[src/rtl/sprite_draw_scheduler_pkg.sv]
// Shared types and constants for the sprite draw scheduler: FSM states,
// the transparent colour key and the round-robin pointer advance helper.
package sprite_draw_scheduler_pkg;

  typedef enum logic [2:0] {
    ST_IDLE,
    ST_LOAD,
    ST_SCAN,
    ST_FLUSH,
    ST_DONE
  } sched_state_t;

  localparam logic [2:0] TRANSPARENT_COLOUR = 3'b000;

  function automatic int unsigned next_ptr(input int unsigned idx, input int unsigned n);
    return (idx + 1 == n) ? 0 : idx + 1;
  endfunction

endpackage

[src/rtl/sprite_draw_scheduler_rr_arbiter.sv]
// Round-robin arbiter: first set request at or above ptr (wrapping) wins;
// returns one-hot grant, binary index and a valid flag.
module rr_arbiter #(
  parameter int unsigned N     = 4,
  parameter int unsigned IDX_W = 2
) (
  input  logic [N-1:0]     req,
  input  logic [IDX_W-1:0] ptr,
  output logic [N-1:0]     gnt,
  output logic [IDX_W-1:0] idx,
  output logic             valid
);

  int unsigned w_j;

  always_comb begin
    gnt   = '0;
    idx   = '0;
    valid = 1'b0;
    w_j   = 0;
    for (int unsigned k = 0; k < N; k++) begin
      w_j = (32'(ptr) + k) % N;
      if (!valid && req[w_j]) begin
        valid    = 1'b1;
        idx      = IDX_W'(w_j);
        gnt[w_j] = 1'b1;
      end
    end
  end

endmodule

[src/rtl/sprite_draw_scheduler.sv]
// Round-robin sprite rasteriser sharing one VGA plot port between NUM_REQ requesters.
// Optional build macro SPRITE_SCHED_TRANSPARENT_EN suppresses plots of the transparent colour.
module sprite_draw_scheduler
  import sprite_draw_scheduler_pkg::*;
#(
  parameter int unsigned NUM_REQ  = 4,
  parameter int unsigned X_W      = 8,
  parameter int unsigned Y_W      = 8,
  parameter int unsigned SZ_W     = 6,
  parameter int unsigned ADDR_W   = 12,
  parameter int unsigned COLOUR_W = 3
) (
  input  logic                       clock,
  input  logic                       reset,
  input  logic [NUM_REQ-1:0]         req,
  input  logic [NUM_REQ*X_W-1:0]     req_x,
  input  logic [NUM_REQ*Y_W-1:0]     req_y,
  input  logic [NUM_REQ*SZ_W-1:0]    req_w,
  input  logic [NUM_REQ*SZ_W-1:0]    req_h,
  input  logic [NUM_REQ*ADDR_W-1:0]  req_base,
  output logic [NUM_REQ-1:0]         grant,
  output logic [NUM_REQ-1:0]         done,
  output logic [ADDR_W-1:0]          rom_addr,
  input  logic [COLOUR_W-1:0]        rom_data,
  output logic [X_W-1:0]             vga_x,
  output logic [Y_W-1:0]             vga_y,
  output logic [COLOUR_W-1:0]        vga_colour,
  output logic                       vga_plot,
  output logic                       busy
);

  localparam int unsigned IDX_W = (NUM_REQ > 1) ? $clog2(NUM_REQ) : 1;

  sched_state_t        r_state, w_next;
  logic [IDX_W-1:0]    r_idx, r_ptr, w_arb_idx;
  logic [NUM_REQ-1:0]  r_onehot, w_arb_gnt;
  logic                w_arb_valid;
  logic [X_W-1:0]      r_x0, r_vx, w_sel_x;
  logic [Y_W-1:0]      r_y0, r_vy, w_sel_y;
  logic [SZ_W-1:0]     r_w, r_h, r_col, r_row, w_sel_w, w_sel_h;
  logic [ADDR_W-1:0]   r_addr, w_sel_base;
  logic                r_plot, w_col_end, w_last;

  rr_arbiter #(.N(NUM_REQ), .IDX_W(IDX_W)) u_arb (
    .req   (req),
    .ptr   (r_ptr),
    .gnt   (w_arb_gnt),
    .idx   (w_arb_idx),
    .valid (w_arb_valid)
  );

  assign w_sel_x    = req_x[r_idx*X_W +: X_W];
  assign w_sel_y    = req_y[r_idx*Y_W +: Y_W];
  assign w_sel_w    = req_w[r_idx*SZ_W +: SZ_W];
  assign w_sel_h    = req_h[r_idx*SZ_W +: SZ_W];
  assign w_sel_base = req_base[r_idx*ADDR_W +: ADDR_W];

  assign w_col_end = (r_col == r_w - SZ_W'(1));
  assign w_last    = w_col_end && (r_row == r_h - SZ_W'(1));

  always_comb begin
    w_next = r_state;
    case (r_state)
      ST_IDLE:  if (w_arb_valid) w_next = ST_LOAD;
      ST_LOAD:  w_next = ((w_sel_w == '0) || (w_sel_h == '0)) ? ST_DONE : ST_SCAN;
      ST_SCAN:  if (w_last) w_next = ST_FLUSH;
      ST_FLUSH: w_next = ST_DONE;
      ST_DONE:  w_next = ST_IDLE;
      default:  w_next = ST_IDLE;
    endcase
  end

  always_ff @(posedge clock or posedge reset) begin
    if (reset) r_state <= ST_IDLE;
    else       r_state <= w_next;
  end

  // The plot registers trail the ROM address by one cycle so they line up with rom_data.
  always_ff @(posedge clock or posedge reset) begin
    if (reset) begin
      r_idx    <= '0;
      r_ptr    <= '0;
      r_onehot <= '0;
      r_x0     <= '0;
      r_y0     <= '0;
      r_w      <= '0;
      r_h      <= '0;
      r_col    <= '0;
      r_row    <= '0;
      r_addr   <= '0;
      r_vx     <= '0;
      r_vy     <= '0;
      r_plot   <= 1'b0;
    end else begin
      r_plot <= 1'b0;
      case (r_state)
        ST_IDLE: begin
          if (w_arb_valid) begin
            r_idx    <= w_arb_idx;
            r_onehot <= w_arb_gnt;
          end
        end
        ST_LOAD: begin
          r_x0   <= w_sel_x;
          r_y0   <= w_sel_y;
          r_w    <= w_sel_w;
          r_h    <= w_sel_h;
          r_addr <= w_sel_base;
          r_col  <= '0;
          r_row  <= '0;
        end
        ST_SCAN: begin
          r_plot <= 1'b1;
          r_vx   <= r_x0 + X_W'(r_col);
          r_vy   <= r_y0 + Y_W'(r_row);
          r_addr <= r_addr + ADDR_W'(1);
          if (w_col_end) begin
            r_col <= '0;
            r_row <= r_row + SZ_W'(1);
          end else begin
            r_col <= r_col + SZ_W'(1);
          end
        end
        ST_DONE: r_ptr <= IDX_W'(next_ptr(32'(r_idx), NUM_REQ));
        default: ;
      endcase
    end
  end

  assign grant      = ((r_state == ST_LOAD) || (r_state == ST_SCAN) || (r_state == ST_FLUSH))
                      ? r_onehot : '0;
  assign done       = (r_state == ST_DONE) ? r_onehot : '0;
  assign busy       = (r_state != ST_IDLE);
  assign rom_addr   = r_addr;
  assign vga_x      = r_vx;
  assign vga_y      = r_vy;
  assign vga_colour = rom_data;

`ifdef SPRITE_SCHED_TRANSPARENT_EN
  assign vga_plot = r_plot && (rom_data != COLOUR_W'(TRANSPARENT_COLOUR));
`else
  assign vga_plot = r_plot;
`endif

endmodule

[config.mk]
export PLATFORM = sky130hd
export DESIGN_NAME = sprite_draw_scheduler
export DESIGN_NICKNAME = d
export VERILOG_FILES = /design/src/rtl/sprite_draw_scheduler_pkg.sv /design/src/rtl/sprite_draw_scheduler_rr_arbiter.sv /design/src/rtl/sprite_draw_scheduler.sv
export SDC_FILE = /design/constraint.sdc
export NUM_CORES = 1
export LEC_CHECK = 0
export ABC_AREA = 1
export BUFFER_PORTS_ARGS = -buffer_cell sky130_fd_sc_hd__buf_2
export CAP_MARGIN = 10
export CORE_UTILIZATION = 30
export DETAILED_ROUTE_END_ITERATION = 8
export PLACE_DENSITY_LB_ADDON = 0.08
export SYNTH_ARGS = -nofsm -noshare
export SYNTH_HDL_FRONTEND = slang
export SYNTH_SLANG_ARGS = --single-unit
[constraint.sdc]
create_clock -name clock -period 3.3 [get_ports clock]
set_input_delay 0.99 -clock clock [delete_from_list [all_inputs] [get_ports clock]]
set_output_delay 0.99 -clock clock [all_outputs]
set_load 0.01 [all_outputs]
-- Word level (Yosys, flattened, before mapping)
Index checks and enable logic that the tools add are counted.
- register bits: 80
- output and inout bits: 41
- input bits: 169
- equal/unequal tests: 10
- magnitude comparators: 8
- muxes and demuxes: 41
- $add $sub $neg: 11
- bitwise logic cells: 3
- reduce and logical (&&, ||, !) cells: 22
- multiply operators: 2
- shift operators: 5
- operators by type and width (kind ; number):
    32-bit by 6-bit variable part select with 8-bit output ; 2
    24-bit by 6-bit variable part select with 6-bit output ; 2
    48-bit by 7-bit variable part select with 12-bit output ; 1
    4-bit 2-to-1 mux ; 6
    12-bit one-hot mux with 2 select lines ; 1
    6-bit one-hot mux with 2 select lines ; 2
    8-bit by 6-bit adder with 8-bit output ; 2
    1-bit 2-to-1 mux ; 13
    12-bit by 1-bit adder with 12-bit output (second input constant) ; 1
    6-bit by 1-bit adder with 6-bit output (second input constant) ; 2
    6-bit equality test ; 2
    6-bit logical NOT ; 2
    2-bit by 3-bit less-than comparator with 1-bit output (second input constant) ; 4
    6-bit 2-to-1 mux ; 2
    4-bit bitwise OR ; 3
    3-bit one-hot mux with 4 select lines ; 1
    6-bit by 1-bit subtractor with 6-bit output (second input constant) ; 2
    2-bit 2-to-1 mux ; 5
    3-bit 2-to-1 mux ; 3
    1-bit binary-select mux with 2-bit select ; 4
    1-bit demux with 2-bit select ; 4
    2-bit by 1-bit >= comparator with 1-bit output (second input constant) ; 4
    1-bit logical AND ; 8
    2-bit by 2-bit multiplier with 4-bit output (second input constant) ; 2
    14 further kinds ; 24

-- Longest topological paths before layout
- depth after elaboration: 14
- depth in mapped cells: 14

-- By module
Synthesis repeated with hierarchy kept, for this count alone.
- cells, all modules: 894
- area, all modules: 6053.3 sq um
- by module, submodules not included (module ; area each (sq um) ; sequential area each (sq um) ; cells an instance ; times used):
    sprite_draw_scheduler ; 5612.9 ; 2001.9 ; 820 ; 1
    rr_arbiter ; 440.4 ; 0.0 ; 74 ; 1

-- Worst setup path after synthesis
Ideal clock, no wire load.
- path kind: in2out
- start point: input port rom_data[0]
- end point: output port vga_colour[0]
- setup slack: 1.201 ns
- arrival: 1.109 ns
- path buffers: 1
- cell stages on the path: 1
- cell sequence: buf_4
- RTL lines (what ; line ; source):
    from (decl) ; sprite_draw_scheduler.sv:24 ; input logic [COLOUR_W-1:0] rom_data,
    to (decl) ; sprite_draw_scheduler.sv:27 ; output logic [COLOUR_W-1:0] vga_colour,
No word-level cell between the ends.

-- Final worst setup path
- start point: register r_state[0]
- end point: output port done[1]
- cells in the longest elaborated chain, start to end: 2
- RTL lines (what ; line ; source):
    from (decl) ; sprite_draw_scheduler.sv:34 ; sched_state_t r_state, w_next;
    from (signal assigned) ; sprite_draw_scheduler.sv:75 ; else r_state <= w_next;
    3-bit equality test ; sprite_draw_scheduler.sv:132 ; assign done = (r_state == ST_DONE) ? r_onehot : '0;
    4-bit 2-to-1 mux ; sprite_draw_scheduler.sv:132 ;
    to (decl) ; sprite_draw_scheduler.sv:22 ; output logic [NUM_REQ-1:0] done,
Every way passes these cells.

==> results.json <==
{
  "status": "complete, no violations",
  "cts_root_buf": "clkbuf_16",
  "cts.sinks": 80,
  "synth_top_family_by_area": "simple AND/OR/NAND/NOR gates",
  "ir_drop_mv": 0.284,
  "synth_most_common_cell": "nand2_1",
  "drtIter0Drc": 197,
  "p_per_area_nw_per_um2": 891,
  "grt_antenna_before_repair": 1,
  "grt_max_degree": 50,
  "route.detailed.drc": 0,
  "antenna_cells": 0,
  "numCtsBuffers": 9,
  "final_antenna_net_count": 0,
  "drive_gt1_share_pct": 23.5,
  "crit_chain": "nor3_1, inv_1, nor2_1, buf_2",
  "slowest_delay_ns": 0.42,
  "maxCapViolCount": 0,
  "stdcell_count": 1350,
  "initial_core_util_pct": 30.8,
  "firstDrtPassIters": 5,
  "netlist_area_um2": 6010,
  "yosys.area_share.simple_pct": 32.5,
  "ys_types": 39,
  "cts_hold_buf": 0,
  "h-tree-depth": 3,
  "worstSkewPairLatency_ns": 0.35,
  "synthTopCellsByCount": "nand2_1, nor2_1, o21ai_0, dfrtp_1",
  "std_cell_rows": 51,
  "dieArea_um2": 20600,
  "nets": 1277,
  "viasPerCell": 4.73,
  "seq_area_um2": 2000,
  "grtUsageTotal_pct": 19.8,
  "power.leakage_uw": 0.00393,
  "die_h_um": 144,
  "path_buf_inv": 2,
  "grt_pass1_wl_mm": 31.1,
  "async_flop_share_pct": 100,
  "tns_ns": 0,
  "synth_fp_nets": 1093,
  "postCtsSetupBuffers": 0,
  "crit_slowest_cell": "dfrtp_1",
  "fin_crit_sh_pct": 75.9,
  "worst_slew_margin_rel_pct": 48.1,
  "cts_tree": "built",
  "setup_violations": 0,
  "ys_seq_elements": 80,
  "fmax_ghz": 0.399,
  "area_growth_syn_to_layout_pct": 26.5,
  "synth-compound-area-share_pct": 17.1,
  "synth_top_area_share_pct": 33.3,
  "synth_area_leader_cell": "dfrtp_1",
  "cts_buffer_depth": 2,
  "worst_slew_pin_slew_ns": 0.777,
  "overflow": 0,
  "clock_skew_ns": 0.00777,
  "synth-xor-area-share_pct": 3.06,
  "dpl.hpwl_mm": 15.0,
  "finalHoldViolations": 0,
  "end_kind": "output pin",
  "die_w_um": 144,
  "total_power_uw": 6780,
  "drv_slew": 0,
  "globalplace.congestion": 0.824,
  "fillers": 2170,
  "cp_top_family": "flip-flops",
  "cts_resized": 0,
  "synth_fa_ha_area_share_pct": 6.08,
  "worst-path-max-fanout": 6,
  "wl_per_cell_um": 14.7,
  "cp-start-kind": "flop",
  "drt-total-wl_mm": 19.8,
  "yosys-top-cells-area": "dfrtp_1, nand2_1, o21ai_0",
  "yosysSeqAreaShare_pct": 33.3,
  "synth-edff-count": 0,
  "synth_cells": 896,
  "core_um2": 19500,
  "final_core_util_pct": 38.9,
  "layout_min_cycle_time_ns": 2.50,
  "synth_ff_type": "dfrtp_1",
  "yosysWarnings": 0,
  "first_global_vias": 6098,
  "clk_pin_slew_worst_paths_ns": 0.06,
  "crit_required_ns": 2.31,
  "rsz0062_at_grt": "false",
  "syn_avg_cell_area_um2": 6.71,
  "hold_class": "reg -> reg",
  "num_vias": 6392,
  "cp.arrival_ns": 1.51,
  "io_buffers": 203,
  "boundaryPins": 210,
  "multiInputGateArea_um2": 3540,
  "dp_cells": 1334,
  "synthMuxAreaShare_pct": 0,
  "setup.worst_path.class": "reg -> out"
}
-- layout by cell type (no fill, tap or decap), types with 2 or more instances in the layout --
master	Yosys	final
xor2_1	12	12
buf_12	0	2
fa_1	2	2
o22a_1	4	4
inv_1	67	66
nand2_2	3	3
o31ai_1	2	2
bufinv_16	0	2
nand2_4	2	2
o21ai_0	103	103
clkbuf_16	0	9
nor2_4	3	3
buf_2	18	203
nand3b_1	2	2
o21ai_1	2	2
xnor2_1	9	9
o221ai_1	3	3
o21ai_2	6	6
buf_4	4	11
dfrtp_1	80	79
a21oi_1	24	24
nand4_1	9	9
inv_2	2	3
o22ai_1	29	29
nand3_1	67	66
a31oi_1	7	7
nor3_1	2	2
clkinv_2	0	4
nand2b_1	2	2
nand2_1	265	265
ha_1	26	26
a32o_1	2	2
nor2_1	111	111
-- state kept, by name (all words and copies together), names as in the netlist, 3 cells and up --
register  count
r_col         6
r_h           6
r_onehot      4
r_row         6
r_state       3
r_w           6
r_x0          8
r_y0          8
rom_addr     12
vga_x         8
vga_y         8
-- report_power, final --
part	internal, uW	leakage [uW]	switching [uW]
sequential	1420	0.000995	372
clock	679	0.000158	414
combinational	1350	0.00278	2540
total	3450	0.00393	3320
-- stage by stage --
stage	setup slack [ns]	hold WS (ns)	instance area, um^2
4_1_cts	0.743	0.474	7600
5_1_grt	0.655	0.512	7600
3_3_place_gp	0.984	0.455	7280
6_report	0.796	0.469	7600
2_1_floorplan	0.258	0.442	6010
3_5_place_dp	0.956	0.459	7280
-- worst register-to-register path, delay by kind of cell, from the launching register on --
family / cells / cell delay, ns
AND/OR/NAND/NOR: 3 / 0.65
buffers and inverters: 2 / 0.53
AO/OA/AOI/OAI: 2 / 0.38
flip-flops: 1 / 0.41
-- final timing paths --
kind,startpoint,to,slack [ns],cells past startpoint
max,r_state[0],done[1],0.80,4
min,vga_y[0],vga_y[0],0.47,2
max reg2reg,r_state[0],rom_addr[10],1.19,7
min reg2reg,vga_y[0],vga_y[0],0.47,2
max in group asynchronous,reset,r_idx[0],1.95,3
min in group asynchronous,reset,vga_y[5],0.65,2
-- layout make-up --
| class | instances | area share (%) |
|---|---|---|
| multi-input cells | 702 | 46.5 |
| flip-flops and latches | 80 | 26.4 |
| repair buffers | 216 | 15.0 |
| well taps | 265 | 4.36 |
| inverters | 71 | 3.56 |
| clock buffers | 10 | 3.14 |
| clock inverters | 6 | 1.09 |
-- kinds of logic (layout without fill, tap and decap cells) --
group                    after synthesis  count (layout)
AND/OR/NAND/NOR                      470             470
AO/OA/AOI/OAI                        183             183
buffers and inverters                114             303
flip-flops                            80              80
adder cells (fa/ha/maj)               28              28
XOR/XNOR                              21              21
-- routing by layer --
layer,GRT usage [%],routed length (um),vias to the layer above,share of wire (%)
met2,35.0,9450,195,48
met1,24.6,9070,2854,46
met3,3.53,1060,16,5.4
li1,-,-,3325,-
met4,5.71,236,2,1.2
met5,0,8,-,0.040
(Power assumes the default switching activity.)
